## src/rtl/draw_rect_pkg.sv

```systemverilog
// Shared definitions for the falling-rectangle controller: state encoding
// and default screen geometry.
package draw_rect_pkg;

    typedef enum logic [1:0] {
        ST_IDLE = 2'd0,
        ST_FALL = 2'd1,
        ST_RISE = 2'd2,
        ST_DOWN = 2'd3
    } state_t;

    localparam int RECT_HEIGHT     = 235;
    localparam int SCREEN_HEIGHT   = 600;
    localparam int DEF_FLOOR_Y     = SCREEN_HEIGHT - RECT_HEIGHT;
    localparam int DEF_X_MAX       = 565;
    localparam int DEF_TICK_CYCLES = 1000000;

endpackage

```

## src/rtl/draw_rect_fall_ctl_tick_gen.sv

```systemverilog
// Motion-step timer: counts 0..TICK_CYCLES-1 while enabled and flags the
// last count, so the physics advances once per full period.
module tick_gen #(
    parameter int TICK_CYCLES = 1000000
) (
    input  logic clk_in,
    input  logic rst_n,
    input  logic clr,
    input  logic en,
    output logic tick
);

    localparam int            CW   = $clog2(TICK_CYCLES);
    localparam logic [CW-1:0] LAST = CW'(TICK_CYCLES - 1);

    logic [CW-1:0] r_cnt;

    always_ff @(posedge clk_in or negedge rst_n) begin
        if (!rst_n) begin
            r_cnt <= '0;
        end else if (clr) begin
            r_cnt <= '0;
        end else if (en) begin
            r_cnt <= (r_cnt == LAST) ? '0 : r_cnt + CW'(1);
        end
    end

    assign tick = en && (r_cnt == LAST);

endmodule

```

## src/rtl/draw_rect_fall_ctl.sv

```systemverilog
// Drops a rectangle from the pointer position on a left click and lets it
// bounce with damping until it rests on the floor; a second click re-arms it.
module draw_rect_fall_ctl
    import draw_rect_pkg::*;
#(
    parameter int W           = 12,
    parameter int FLOOR_Y     = DEF_FLOOR_Y,
    parameter int X_MAX       = DEF_X_MAX,
    parameter int TICK_CYCLES = DEF_TICK_CYCLES,
    parameter int GRAVITY     = 1,
    parameter int DAMP_SHIFT  = 1,
    parameter int V_MIN       = 2
) (
    input  logic         clk_in,
    input  logic         rst_n,
    input  logic         mouse_left,
    input  logic [W-1:0] mouse_xpos,
    input  logic [W-1:0] mouse_ypos,
    output logic [W-1:0] xpos,
    output logic [W-1:0] ypos,
    output logic [1:0]   state_o,
    output logic         landed,
    output logic [3:0]   bounces
);

    localparam logic [W-1:0] FLOOR_W = W'(FLOOR_Y);
    localparam logic [W:0]   FLOOR_X = (W+1)'(FLOOR_Y);
    localparam logic [W-1:0] XMAX_W  = W'(X_MAX);
    localparam logic [W-1:0] GRAV_W  = W'(GRAVITY);
    localparam logic [W-1:0] VMIN_W  = W'(V_MIN);

    state_t       r_state;
    logic [W-1:0] r_xpos;
    logic [W-1:0] r_ypos;
    logic [W-1:0] r_vel;
    logic         r_prev;
    logic         r_landed;
    logic [3:0]   r_bounces;

    state_t       w_state_next;
    logic [W-1:0] w_xpos_next;
    logic [W-1:0] w_ypos_next;
    logic [W-1:0] w_vel_next;
    logic         w_landed_next;
    logic [3:0]   w_bounces_next;
    logic         w_press;
    logic         w_clr;
    logic         w_tick;
    logic [W:0]   w_vel_inc;
    logic [W-1:0] w_vel_up;
    logic [W:0]   w_sum;
    logic [W-1:0] w_vel_damp;
    logic [W-1:0] w_vel_down;
    logic [3:0]   w_bounce_inc;

    tick_gen #(
        .TICK_CYCLES(TICK_CYCLES)
    ) u_tick_gen (
        .clk_in(clk_in),
        .rst_n (rst_n),
        .clr   (w_clr),
        .en    (r_state != ST_IDLE),
        .tick  (w_tick)
    );

    always_ff @(posedge clk_in or negedge rst_n) begin
        if (!rst_n) begin
            r_state   <= ST_IDLE;
            r_xpos    <= '0;
            r_ypos    <= '0;
            r_vel     <= '0;
            r_prev    <= 1'b0;
            r_landed  <= 1'b0;
            r_bounces <= '0;
        end else begin
            r_state   <= w_state_next;
            r_xpos    <= w_xpos_next;
            r_ypos    <= w_ypos_next;
            r_vel     <= w_vel_next;
            r_prev    <= mouse_left;
            r_landed  <= w_landed_next;
            r_bounces <= w_bounces_next;
        end
    end

    // The floor test uses one extra bit so a large velocity cannot wrap
    // ypos past the floor and back into range.
    always_comb begin
        w_press        = mouse_left & ~r_prev;
        w_vel_inc      = {1'b0, r_vel} + {1'b0, GRAV_W};
        w_vel_up       = w_vel_inc[W] ? '1 : w_vel_inc[W-1:0];
        w_sum          = {1'b0, r_ypos} + {1'b0, w_vel_up};
        w_vel_damp     = w_vel_up >> DAMP_SHIFT;
        w_vel_down     = r_vel - GRAV_W;
        w_bounce_inc   = (r_bounces == 4'hF) ? 4'hF : r_bounces + 4'd1;
        w_xpos_next    = (mouse_xpos > XMAX_W) ? XMAX_W : mouse_xpos;
        w_state_next   = r_state;
        w_ypos_next    = r_ypos;
        w_vel_next     = r_vel;
        w_bounces_next = r_bounces;
        w_clr          = 1'b0;

        case (r_state)
            ST_IDLE: begin
                w_ypos_next    = mouse_ypos;
                w_vel_next     = '0;
                w_bounces_next = '0;
                if (w_press) begin
                    w_state_next = ST_FALL;
                    w_clr        = 1'b1;
                end
            end
            ST_FALL: begin
                if (w_tick) begin
                    if (w_sum >= FLOOR_X) begin
                        w_ypos_next    = FLOOR_W;
                        w_vel_next     = w_vel_damp;
                        w_bounces_next = w_bounce_inc;
                        w_state_next   = (w_vel_damp >= VMIN_W) ? ST_RISE : ST_DOWN;
                    end else begin
                        w_ypos_next = w_sum[W-1:0];
                        w_vel_next  = w_vel_up;
                    end
                end
            end
            ST_RISE: begin
                if (w_tick) begin
                    if (r_vel <= GRAV_W) begin
                        w_vel_next   = '0;
                        w_state_next = ST_FALL;
                    end else begin
                        w_vel_next  = w_vel_down;
                        w_ypos_next = (w_vel_down > r_ypos) ? '0 : r_ypos - w_vel_down;
                    end
                end
            end
            ST_DOWN: begin
                w_ypos_next = FLOOR_W;
                w_vel_next  = '0;
                if (w_press) begin
                    w_state_next = ST_IDLE;
                end
            end
            default: begin
                w_state_next = ST_IDLE;
            end
        endcase

        w_landed_next = (w_state_next == ST_DOWN) && (r_state != ST_DOWN);
    end

    assign xpos    = r_xpos;
    assign ypos    = r_ypos;
    assign state_o = r_state;
    assign landed  = r_landed;
    assign bounces = r_bounces;

endmodule
```

## config.mk

```make
export PLATFORM = sky130hd
export DESIGN_NAME = draw_rect_fall_ctl
export DESIGN_NICKNAME = d
export VERILOG_FILES = /design/src/rtl/draw_rect_pkg.sv /design/src/rtl/draw_rect_fall_ctl_tick_gen.sv /design/src/rtl/draw_rect_fall_ctl.sv
export SDC_FILE = /design/constraint.sdc
export NUM_CORES = 1
export LEC_CHECK = 0
export ABC_AREA = 1
export BUFFER_PORTS_ARGS = -buffer_cell sky130_fd_sc_hd__buf_2
export CORE_MARGIN = 1
export CORE_UTILIZATION = 55
export CTS_BUF_LIST = sky130_fd_sc_hd__clkbuf_16
export CTS_CLUSTER_DIAMETER = 150
export DETAILED_ROUTE_END_ITERATION = 7
export PLACE_DENSITY = 0.78
export SYNTH_ARGS = -nofsm -noshare
export SYNTH_HDL_FRONTEND = slang
export SYNTH_SLANG_ARGS = --single-unit
```

## constraint.sdc

```tcl
create_clock -name clk_in -period 3 [get_ports clk_in]
set_input_delay 0.15 -clock clk_in [delete_from_list [all_inputs] [get_ports clk_in]]
set_output_delay 0.15 -clock clk_in [all_outputs]
set_load 0.005 [all_outputs]
```

# Word-level counts from Yosys, hierarchy flattened
# Index checks and enable logic that the tools add are counted.
[totals]
register_bits = 64
elab_cells = 72
inputBits = 27
out_inout_bits = 31
[op_classes]
n_addsub = 6
order_cmp = 5
n_reduce_logical = 10
eq_ne = 11
n_mux = 30
n_bitwise = 2
[ops]
columns = ["op", "count"]
rows = [
  ["12-bit two-way mux", 11],
  ["20-bit two-way mux", 3],
  ["12-bit one-hot mux with 4 select lines", 1],
  ["12-bit one-hot mux with 3 select lines", 1],
  ["20-bit by 1-bit adder with 20-bit output (second input constant)", 1],
  ["20-bit equality test (second input constant)", 1],
  ["12-bit by 1-bit adder with 13-bit output (second input constant)", 1],
  ["12-bit by 12-bit adder with 13-bit output", 1],
  ["13-bit by 9-bit greater-or-equal comparator with 1-bit output (second input constant)", 1],
  ["12-bit by 10-bit greater-than comparator with 1-bit output (second input constant)", 1],
  ["12-bit greater-than comparator", 1],
  ["12-bit by 1-bit <= comparator with 1-bit output (second input constant)", 1],
  ["2-bit two-way mux", 6],
  ["4-bit two-way mux", 3],
  ["12-bit by 1-bit subtractor with 12-bit output (second input constant)", 1],
  ["12-bit subtractor", 1],
  ["11-bit by 2-bit greater-or-equal comparator with 1-bit output (second input constant)", 1],
  ["2-bit one-hot mux with 4 select lines", 1],
  ["4-bit one-hot mux with 2 select lines", 1],
  ["2-bit equality test (second input constant)", 3],
  ["2-bit != test (second input constant)", 3],
  ["3-bit AND reduction", 2],
  ["2-bit nonzero test", 3],
  ["4-bit by 1-bit adder with 4-bit output (second input constant)", 1],
  ["10 further kinds", 14],
]

# Longest topological paths before layout
# Gate-level depths: netlist of run 1.
[logic_depth]
ltp_word = 9
mapped_depth = 24
depth_no_buf = 23

# Cells and area by module
# A second synthesis of run 1 with hierarchy kept.
[unflattened]
cells_unflattened = 825
area_unflattened_um2 = 5459.0
[modules_own_cells]
columns = ["module", "seq_area_each_um2", "instances", "area_per_inst_um2", "cells_per_inst"]
rows = [
  ["draw_rect_fall_ctl", 1101.1, 1, 4155.2, 633],
  ["tick_gen", 500.5, 1, 1303.8, 192],
]

# Worst setup path before layout of run 1
# Ideal clock, no wire load.
[synth_path]
path_type = "register to register"
from = "reg r_vel[0]"
to = "reg r_vel[4]"
setup_slack_ns = 0.064
path_stages_with_launch = 20
arrival_ns = 2.815
setup_ns = 0.121
path_cell_list = "dfrtp_1 > ha_1 > nand2_1 > nor2_2 > nand3_2 > nand2_1 > ha_1 > fa_1 > nand3_1 > nand2_1 > nand2_1 > nand2_1 > a21oi_1 > nand3_2 > nor2_4 > buf_6 > buf_8 > nand3_1 > nand3_1 > a21oi_1"
[synth_between]
elab_chain_len = 7
[synth_lines]
columns = ["element", "line_no", "source"]
rows = [
  ["from (decl)", "draw_rect_fall_ctl.sv:35", "logic [W-1:0] r_vel;"],
  ["from (signal assigned)", "draw_rect_fall_ctl.sv:79", "r_vel <= w_vel_next;"],
  ["12-bit by 1-bit adder with 13-bit output", "draw_rect_fall_ctl.sv:90", "w_vel_inc = {1'b0, r_vel} + {1'b0, GRAV_W};"],
  ["12-bit two-way mux", "draw_rect_fall_ctl.sv:91", "w_vel_up = w_vel_inc[W] ? '1 : w_vel_inc[W-1:0];"],
  ["12-bit by 12-bit adder with 13-bit output", "draw_rect_fall_ctl.sv:92", "w_sum = {1'b0, r_ypos} + {1'b0, w_vel_up};"],
  ["13-bit by 9-bit greater-or-equal comparator with 1-bit output", "draw_rect_fall_ctl.sv:115", "if (w_sum >= FLOOR_X) begin"],
  ["12-bit two-way mux", "draw_rect_fall_ctl.sv:115", ""],
  ["12-bit two-way mux", "draw_rect_fall_ctl.sv:114", "if (w_tick) begin"],
  ["12-bit one-hot mux with 3 select lines *", "draw_rect_fall_ctl.sv:103", "case (r_state)"],
]
# Every way passes the cells marked *; elsewhere a longest branch is shown, timed or not. The select of a mux whose other input is x is not followed.
# A chain may end at the register's enable or synchronous reset.

# Worst setup path after layout of run 1
[layout_path]
from = "reg r_vel[0]"
to = "reg r_ypos[2] (netlist: ypos[2])"
[layout_between]
elab_chain_len = 7
[layout_lines]
columns = ["element", "line_no", "source"]
rows = [
  ["12-bit by 1-bit adder with 13-bit output", "draw_rect_fall_ctl.sv:90", ""],
  ["12-bit two-way mux", "draw_rect_fall_ctl.sv:91", ""],
  ["12-bit by 12-bit adder with 13-bit output", "draw_rect_fall_ctl.sv:92", ""],
  ["13-bit by 9-bit greater-or-equal comparator with 1-bit output", "draw_rect_fall_ctl.sv:115", ""],
  ["12-bit two-way mux", "draw_rect_fall_ctl.sv:115", ""],
  ["12-bit two-way mux", "draw_rect_fall_ctl.sv:114", ""],
  ["12-bit one-hot mux with 4 select lines", "draw_rect_fall_ctl.sv:103", ""],
  ["to (signal assigned)", "draw_rect_fall_ctl.sv:78", "r_ypos <= w_ypos_next;"],
  ["to (decl)", "draw_rect_fall_ctl.sv:34", "logic [W-1:0] r_ypos;"],
]
# Several ways; a longest one is shown, not always the timed one. The select of a mux whose other input is x is not followed.

==> reports/metrics.csv, run 1 <==
metric,value,unit
Crit. End Element,flip-flop,
RSZ-0062 raised after global routing,true,
initial antenna violation count,0,
top_reg_cell synth,dfrtp_1,
min Tclk post-route,3.22,ns
# DRC,0,
Area Overhead vs Synth,35.3,%
CP max FO,8,
clk sinks,64,
Mapped Cells,822,
slew margin rel.,0.438,
Reg area,1610,um2
Routed wire per std cell,18.2,um
period utilization,1.07,
Max Clock Skew,0.00994,ns
drt pass-1 iters,6,
Layout Nets,994,
Post-Synth Simple-Gate Area,0.364,
first-pass GRT wire length,26.4,mm
Initial Utilization,0.566,
Slew Limit Fails,0,
slowest CP cell,dfrtp_2,
Synth cell types,49,
Achievable Freq,311,MHz
Total Wirelength,19.5,mm
met2 global-route usage,0.540,
CTS tree,built,
final setup fails,28,
status,"finished, violations left",
CP peak stage delay,0.45,ns
area of the multi-input gates,4140,um2
TritonCTS buffer count,9,
core box area,9770,um2
Vias/cell,5.95,
post-synthesis mux area share,0,
die height,102,um
Cell Rows,36,
grt met3 use,0.0732,
hold slack,-0.0358,ns
commonest cells in the netlist,"nand2_1 (197), inv_1 (125), nor2_1 (84)",
post-route ant nets,0,
final setup margin,-0.217,ns
vias in the first global route,5648,
syn_area_per_cell,6.73,um2
warnings from Yosys,0,
fraction of final layout cells sized beyond drive strength 1,0.348,
adder-cell share of the synthesized area,0.0773,
largest net degree at the start of global routing,65,
Die ar.,10500,um2
Startpoint Class,flip-flop,
cell taking the most area after synthesis,dfrtp_1,
worst skew pair latency,0.34,ns
post-synthesis xor/xnor area fraction,0.0538,
synthesis-stage register bit count,64,
DP HPWL,11.9,mm
Final GP Congestion,0.911,
max cap viols,0,
worst endpoint required time,3.23,ns
Synth top area share,0.289,
root buffer cell,clkbuf_16,
Fillers,659,
worst hold path type,in -> async,
Final Hold Vio Count,7,
ranking of synthesized cells by area,"dfrtp_1 (29%), nand2_1 (13%), inv_1 (8.5%)",
mapped cell area,5530,um2
"Seq/Total Area, Yosys",0.289,
top-count cell post-synth,nand2_1,
"Reg clk slew, reported paths",0.06,ns
crit path kind,reg -> reg,
Synth Area in Compound Gates,0.0988,
"most used cell, CP",nand2_1,
CP Cell Sequence,"ha_4, nand2_4, nor2_1, xor2_1, nor2_1, inv_2, ha_4, nand2_1, nand2_2, a21oi_2, nand2_2, nand2_2, nand2_1, nand2_1, nand3_2, nor2_4, buf_12, buf_8, nand3_1, nand2_1, nand3_1, nand2_1, inv_1",
via count,6374,
failing checks,"hold timing, setup timing",
main combinational cell family by area after synthesis,simple AND/OR/NAND/NOR gates,
DR iter-0 viols,591,
Post-synth EDFFs,0,
Synth async-reset ratio,1.00,
Ports,58,
port bufs,57,
CP arrival,3.45,ns
Ant. Diodes,0,
Clock Tree Buf Depth,2,
Die X,102,um
H-Tree Depth,3,
GRT busiest layer,met2,
grt total ovfl,0,
Global Route Usage Sum,0.330,
met1 Usage GRT,0.415,
actual slew at the worst max-slew pin,0.843,ns
stage by stage:
step           std cells  setup TNS (ns)  setup slack, ns  cell area [um2]   util
4_1_cts             1060               0          0.00270             6600  0.676
3_3_place_gp        1043               0           0.0252             6230  0.637
3_5_place_dp        1043          -0.358          -0.0547             6230  0.637
6_report            1071           -3.25           -0.217             7490  0.766
5_1_grt             1071           -6.78           -0.366             7490  0.766
2_1_floorplan        823               0           0.0635             5540      -
worst max-delay path, delay by kind of cell, from the launching register on:
family                     cells  cell delay [ns]
AOI/OAI and AO/OA              1             0.14
xor gates and xnor gates       1             0.16
adders and majority gates      2             0.47
buffers and inverters          4             0.41
DFF                            1             0.45
and+or+nand+nor               15             1.45
final timing paths:
check	start	end	slack [ns]	cells after the start
min in group clk_in	mouse_xpos[0]	xpos[0]$_DFF_PN0_	0.01	2
max reg2reg	r_vel[0]$_DFFE_PN0P_	ypos[2]$_DFFE_PN0P_	-0.22	23
max	r_vel[0]$_DFFE_PN0P_	ypos[2]$_DFFE_PN0P_	-0.22	23
max in group asynchronous	rst_n	r_vel[0]$_DFFE_PN0P_	2.40	2
min reg2reg	u_tick_gen.r_cnt[19]$_DFFE_PN0P_	u_tick_gen.r_cnt[19]$_DFFE_PN0P_	0.54	2
min	rst_n	ypos[7]$_DFFE_PN0P_	-0.04	2
state kept, by name, indices dropped and copies added (netlist names):
name,cells
r_vel,12
u_tick_gen.r_cnt,20
ypos,12
landed,1
r_prev,1
bounces,4
state_o,2
xpos,12
layout make-up:
type,instances,share of cell area
Tap cell,133,0.0222
Sequential cell,64,0.214
Clock inverter,6,0.00384
Clock buffer,9,0.0301
Timing Repair Buffer,119,0.110
Multi-Input combinational cell,606,0.552
Inverter,134,0.0672
cells by family (layout without fill, tap and decap cells):
kind of cell	Yosys count	in the layout
compound gates	98	98
buf+inv	154	268
flops	64	64
other cells	1	2
simple gates	438	439
xor+xnor	34	34
fa+ha+maj	33	33
metal layers:
layer  wire length [um]  vias up
met4               1230        0
met5                  0        -
li1                   -     2865
met1               7260     2928
met2               9160      441
met3               1850      140
what timing repair did:
| item | in CTS | in global routing |
|---|---|---|
| setup buffers | 0 | 11 |
| resized for setup | 16 | 177 |
| setup endpoints to repair | 21 | 31 |
| hold buffers | 1 | 0 |
| pin swaps | 5 | 62 |
| endpoints found under the hold margin | 1 | 0 |
| gates cloned | 1 | 0 |
placed cells by master (no fill, tap or decap), types with 7 or more instances in the layout:
| master | instances |
|---|---|
| nand2_1 | 157 |
| inv_1 | 117 |
| nor2_1 | 72 |
| dfrtp_1 | 61 |
| buf_2 | 57 |
| buf_4 | 49 |
| nand3_1 | 43 |
| nand3_2 | 40 |
| nand2_2 | 35 |
| o21ai_0 | 27 |
| a21oi_1 | 25 |
| xor2_1 | 22 |
| nand4_1 | 18 |
| ha_4 | 18 |
| inv_2 | 17 |
| a21oi_2 | 16 |
| nand2_4 | 14 |
| ha_1 | 13 |
| nor2_2 | 12 |
| o22ai_1 | 11 |
| nor2_4 | 9 |
| nor3_1 | 9 |
| clkbuf_16 | 9 |
| o21ai_1 | 8 |
| or2_2 | 7 |
| buf_6 | 7 |
Power of run 1 is not shown: default switching activity piles up to over one toggle a cycle in this logic, so the estimate is an artifact.
==> run 2, diff against run 1 <==
--- a/config.mk
+++ b/config.mk
@@ -5,10 +5,10 @@
 export SDC_FILE = /design/constraint.sdc
 export NUM_CORES = 1
 export LEC_CHECK = 0
-export ABC_AREA = 1
+export ABC_AREA = 0
 export BUFFER_PORTS_ARGS = -buffer_cell sky130_fd_sc_hd__buf_2
 export CORE_MARGIN = 1
-export CORE_UTILIZATION = 55
+export CORE_UTILIZATION = 54
 export CTS_BUF_LIST = sky130_fd_sc_hd__clkbuf_16
 export CTS_CLUSTER_DIAMETER = 150
 export DETAILED_ROUTE_END_ITERATION = 7
==> run 2 against run 1 <==
Against the previous run:
- the run ends with setup timing left
- cell area rose by 4.7%
- sequential cell count did not move
- global-route usage rose by 11 points
- critical path depth fell by 9
- non-clock buffer count rose by 122
- via count rose by 4.0%
- critical path type unchanged
- highest routed layer unchanged
==> reports/metrics.csv, run 2 <==
metric,value,unit
status,"finished, violations left",
failing checks,setup timing,
final setup fails,31,
grt total ovfl,0,
Clk network pwr share,0.136,
Hold Path Depth,2,
Post-Synth Simple-Gate Area,0.235,
syn_area_per_cell,8.27,um2
top_reg_cell synth,dfrtp_1,
Flop pwr share,0.132,
adder-cell share of the synthesized area,0.0869,
post-layout util,0.894,
RSZ-0062 raised after global routing,true,
port bufs,57,
cell taking the most area after synthesis,dfrtp_1,
die height,97.5,um
Worst R2R Setup Slack,-1.21,ns
Area Overhead vs Synth,59.2,%
Synth cell types,61,
worst endpoint required time,3.18,ns
Comb pwr share,0.732,
most common library cell in the layout ignoring fill and taps,buf_4,
Achievable Freq,238,MHz
Total Wirelength,24.2,mm
post-synthesis xor/xnor area fraction,0.0551,
Crit. End Element,flip-flop,
maximum VDD drop,0.000697,V
initial antenna violation count,1,
Final GP Congestion,0.960,
power density cells,1170,nW/um2
R2R depth,14,
Die ar.,9500,um2
Layout Nets,886,
actual slew at the worst max-slew pin,1.19,ns
CP max FO,5,
worst hold path type,in -> reg,
Clock Tree Buf Depth,2,
via count,6628,
post-route ant nets,0,
Max Clock Skew,0.00908,ns
TritonCTS buffer count,9,
post-synthesis mux area share,0.0206,
DR iter-0 viols,1068,
Cell Rows,34,
max reg flops,20,
DP HPWL,12.6,mm
first-pass GRT wire length,32.8,mm
Synth async-reset ratio,1.00,
Vias/cell,7.06,
core box area,8760,um2
main combinational cell family by area after synthesis,compound AO/OA/AOI/OAI gates,
Ant. Diodes,0,
Global Route Usage Sum,0.444,
H-Tree Depth,3,
largest reg by FF count,u_tick_gen.r_cnt,
Place WS,-0.849,ns
top-count cell post-synth,nand2_1,
Slew Limit Fails,0,
final setup margin,-1.21,ns
commonest cells in the netlist,"nand2_1 (69), dfrtp_1 (64), nor2_1 (55)",
ranking of synthesized cells by area,"dfrtp_1 (33%), ha_1 (7.9%), nand2_1 (5.3%)",
cell internal pwr,4940,uW
fraction of final layout cells sized beyond drive strength 1,0.450,
"Seq/Total Area, Yosys",0.325,
min Tclk post-route,4.21,ns
clk sinks,64,
"commonest cells after routing, fill and taps aside","buf_4 (166), dfrtp_1 (62), nand2_1 (57), buf_2 (57), nor2_1 (49)",
largest net degree at the start of global routing,36,
vias in the first global route,6528,
warnings from Yosys,0,
mapped cell area,4920,um2
net switching power,4270,uW
Die X,97.5,um
period utilization,1.40,
CP arrival,4.38,ns
Post-synth EDFFs,0,
setup_tns,-31.32,ns
Net Sw Frac,0.464,
Startpoint Class,flip-flop,
slew margin rel.,0.204,
worst skew pair latency,0.34,ns
Mapped Cells,595,
CTS tree,built,
# DRC,0,
max cap viols,0,
synthesis-stage register bit count,64,
Ports,58,
"Reg clk slew, reported paths",0.07,ns
crit path kind,reg -> reg,
drt pass-1 iters,6,
root buffer cell,clkbuf_16,
Pleak,0.00352,uW
Synth Area in Compound Gates,0.244,
Initial Utilization,0.562,
Routed wire per std cell,25.8,um
Synth top area share,0.325,
Final Hold Vio Count,0,
-- run 2: cell types whose count changed in the layout (fill, tap and decap cells not counted), moves of 11 or more --
cell	delta
nand3_2	-37
inv_1	-107
o22ai_1	-11
xor2_1	-18
nand2_1	-100
nand4_1	-15
nor2_1	-23
and3_1	+16
xnor2_1	+15
nand2_2	-29
nand3_1	-28
buf_4	+117
inv_2	-12
-- run 2: worst paths after layout --
check                                           startpoint                                to
min                                          mouse_xpos[0]                 xpos[0]$_DFF_PN0_
max in group asynchronous                            rst_n   u_tick_gen.r_cnt[8]$_DFFE_PN0P_
min in group asynchronous                            rst_n  u_tick_gen.r_cnt[10]$_DFFE_PN0P_
max reg2reg                           r_vel[0]$_DFFE_PN0P_               ypos[7]$_DFFE_PN0P_
min reg2reg                u_tick_gen.r_cnt[0]$_DFFE_PN0P_   u_tick_gen.r_cnt[0]$_DFFE_PN0P_
max                                   r_vel[0]$_DFFE_PN0P_               ypos[7]$_DFFE_PN0P_
-- run 2: per-layer routing --
layer	vias to the layer above	wire length [um]	track usage
met5	-	0	0
met4	0	2600	0.350
met3	281	3270	0.105
met2	640	10400	0.724
met1	3052	7960	0.497
li1	2655	-	-
-- run 2: final cells by class --
class                           count  area (um2)
Inverter                           15        56.3
Sequential cell                    64        1600
Clock inverter                      7         119
Fill cell                         369         925
Multi-Input combinational cell    495        3930
Clock buffer                        9         225
Timing Repair Buffer              241        1770
Tap cell                          108         135
-- run 2: logic make-up after synthesis --
family | after synthesis
compound gates | 181
xor+xnor | 31
fa+ha+maj | 33
buf+inv | 38
flops | 64
mux | 10
other cells | 1
simple gates | 237
-- run 2: power groups by stage --
stage	Combinational (uW)	Sequential [uW]	Clock, uW
6_report	6740	1220	1250
3_3_place_gp	4530	1170	0
4_1_cts	5820	1170	1230
5_1_grt	7000	1220	1280
2_1_floorplan	2670	1170	0
3_5_place_dp	4650	1170	0
-- run 2: timing repair --
action | in CTS | in global routing
hold endpoints to repair | 34 | 0
endpoints found under the setup margin | 31 | 31
hold buffers | 2 | 0
pin swaps | 38 | 34
cloned | 2 | 0
resized for setup | 91 | 50
setup buffers | 33 | 8
-- run 2: worst max-delay path, stage by stage, from the launching register on --
cell	delay, ns
dfrtp_2	0.42
ha_4	0.21
nand3_1	0.34
xor2_2	0.40
nand2_2	0.12
ha_4	0.26
and2_1	0.18
buf_4	0.14
o21ai_1	0.22
a21oi_1	0.18
o31a_1	0.31
a2111oi_4	0.46
buf_4	0.26
a41oi_1	0.13
o41ai_1	0.42
-- run 2: per-stage QoR --
stage               cell area, um2  std cells  power (uW)  hold WS, ns
floorplan                     5040        596        3830       -0.146
global placement              6420        881        5700        0.267
detailed placement            6420        881        5820        0.270
CTS                           7560        932        8220     0.000359
global route                  7840        939        9500       0.0236
finish                        7840        939        9210      0.00269
No activity file was read; power rests on OpenSTA's default activity.
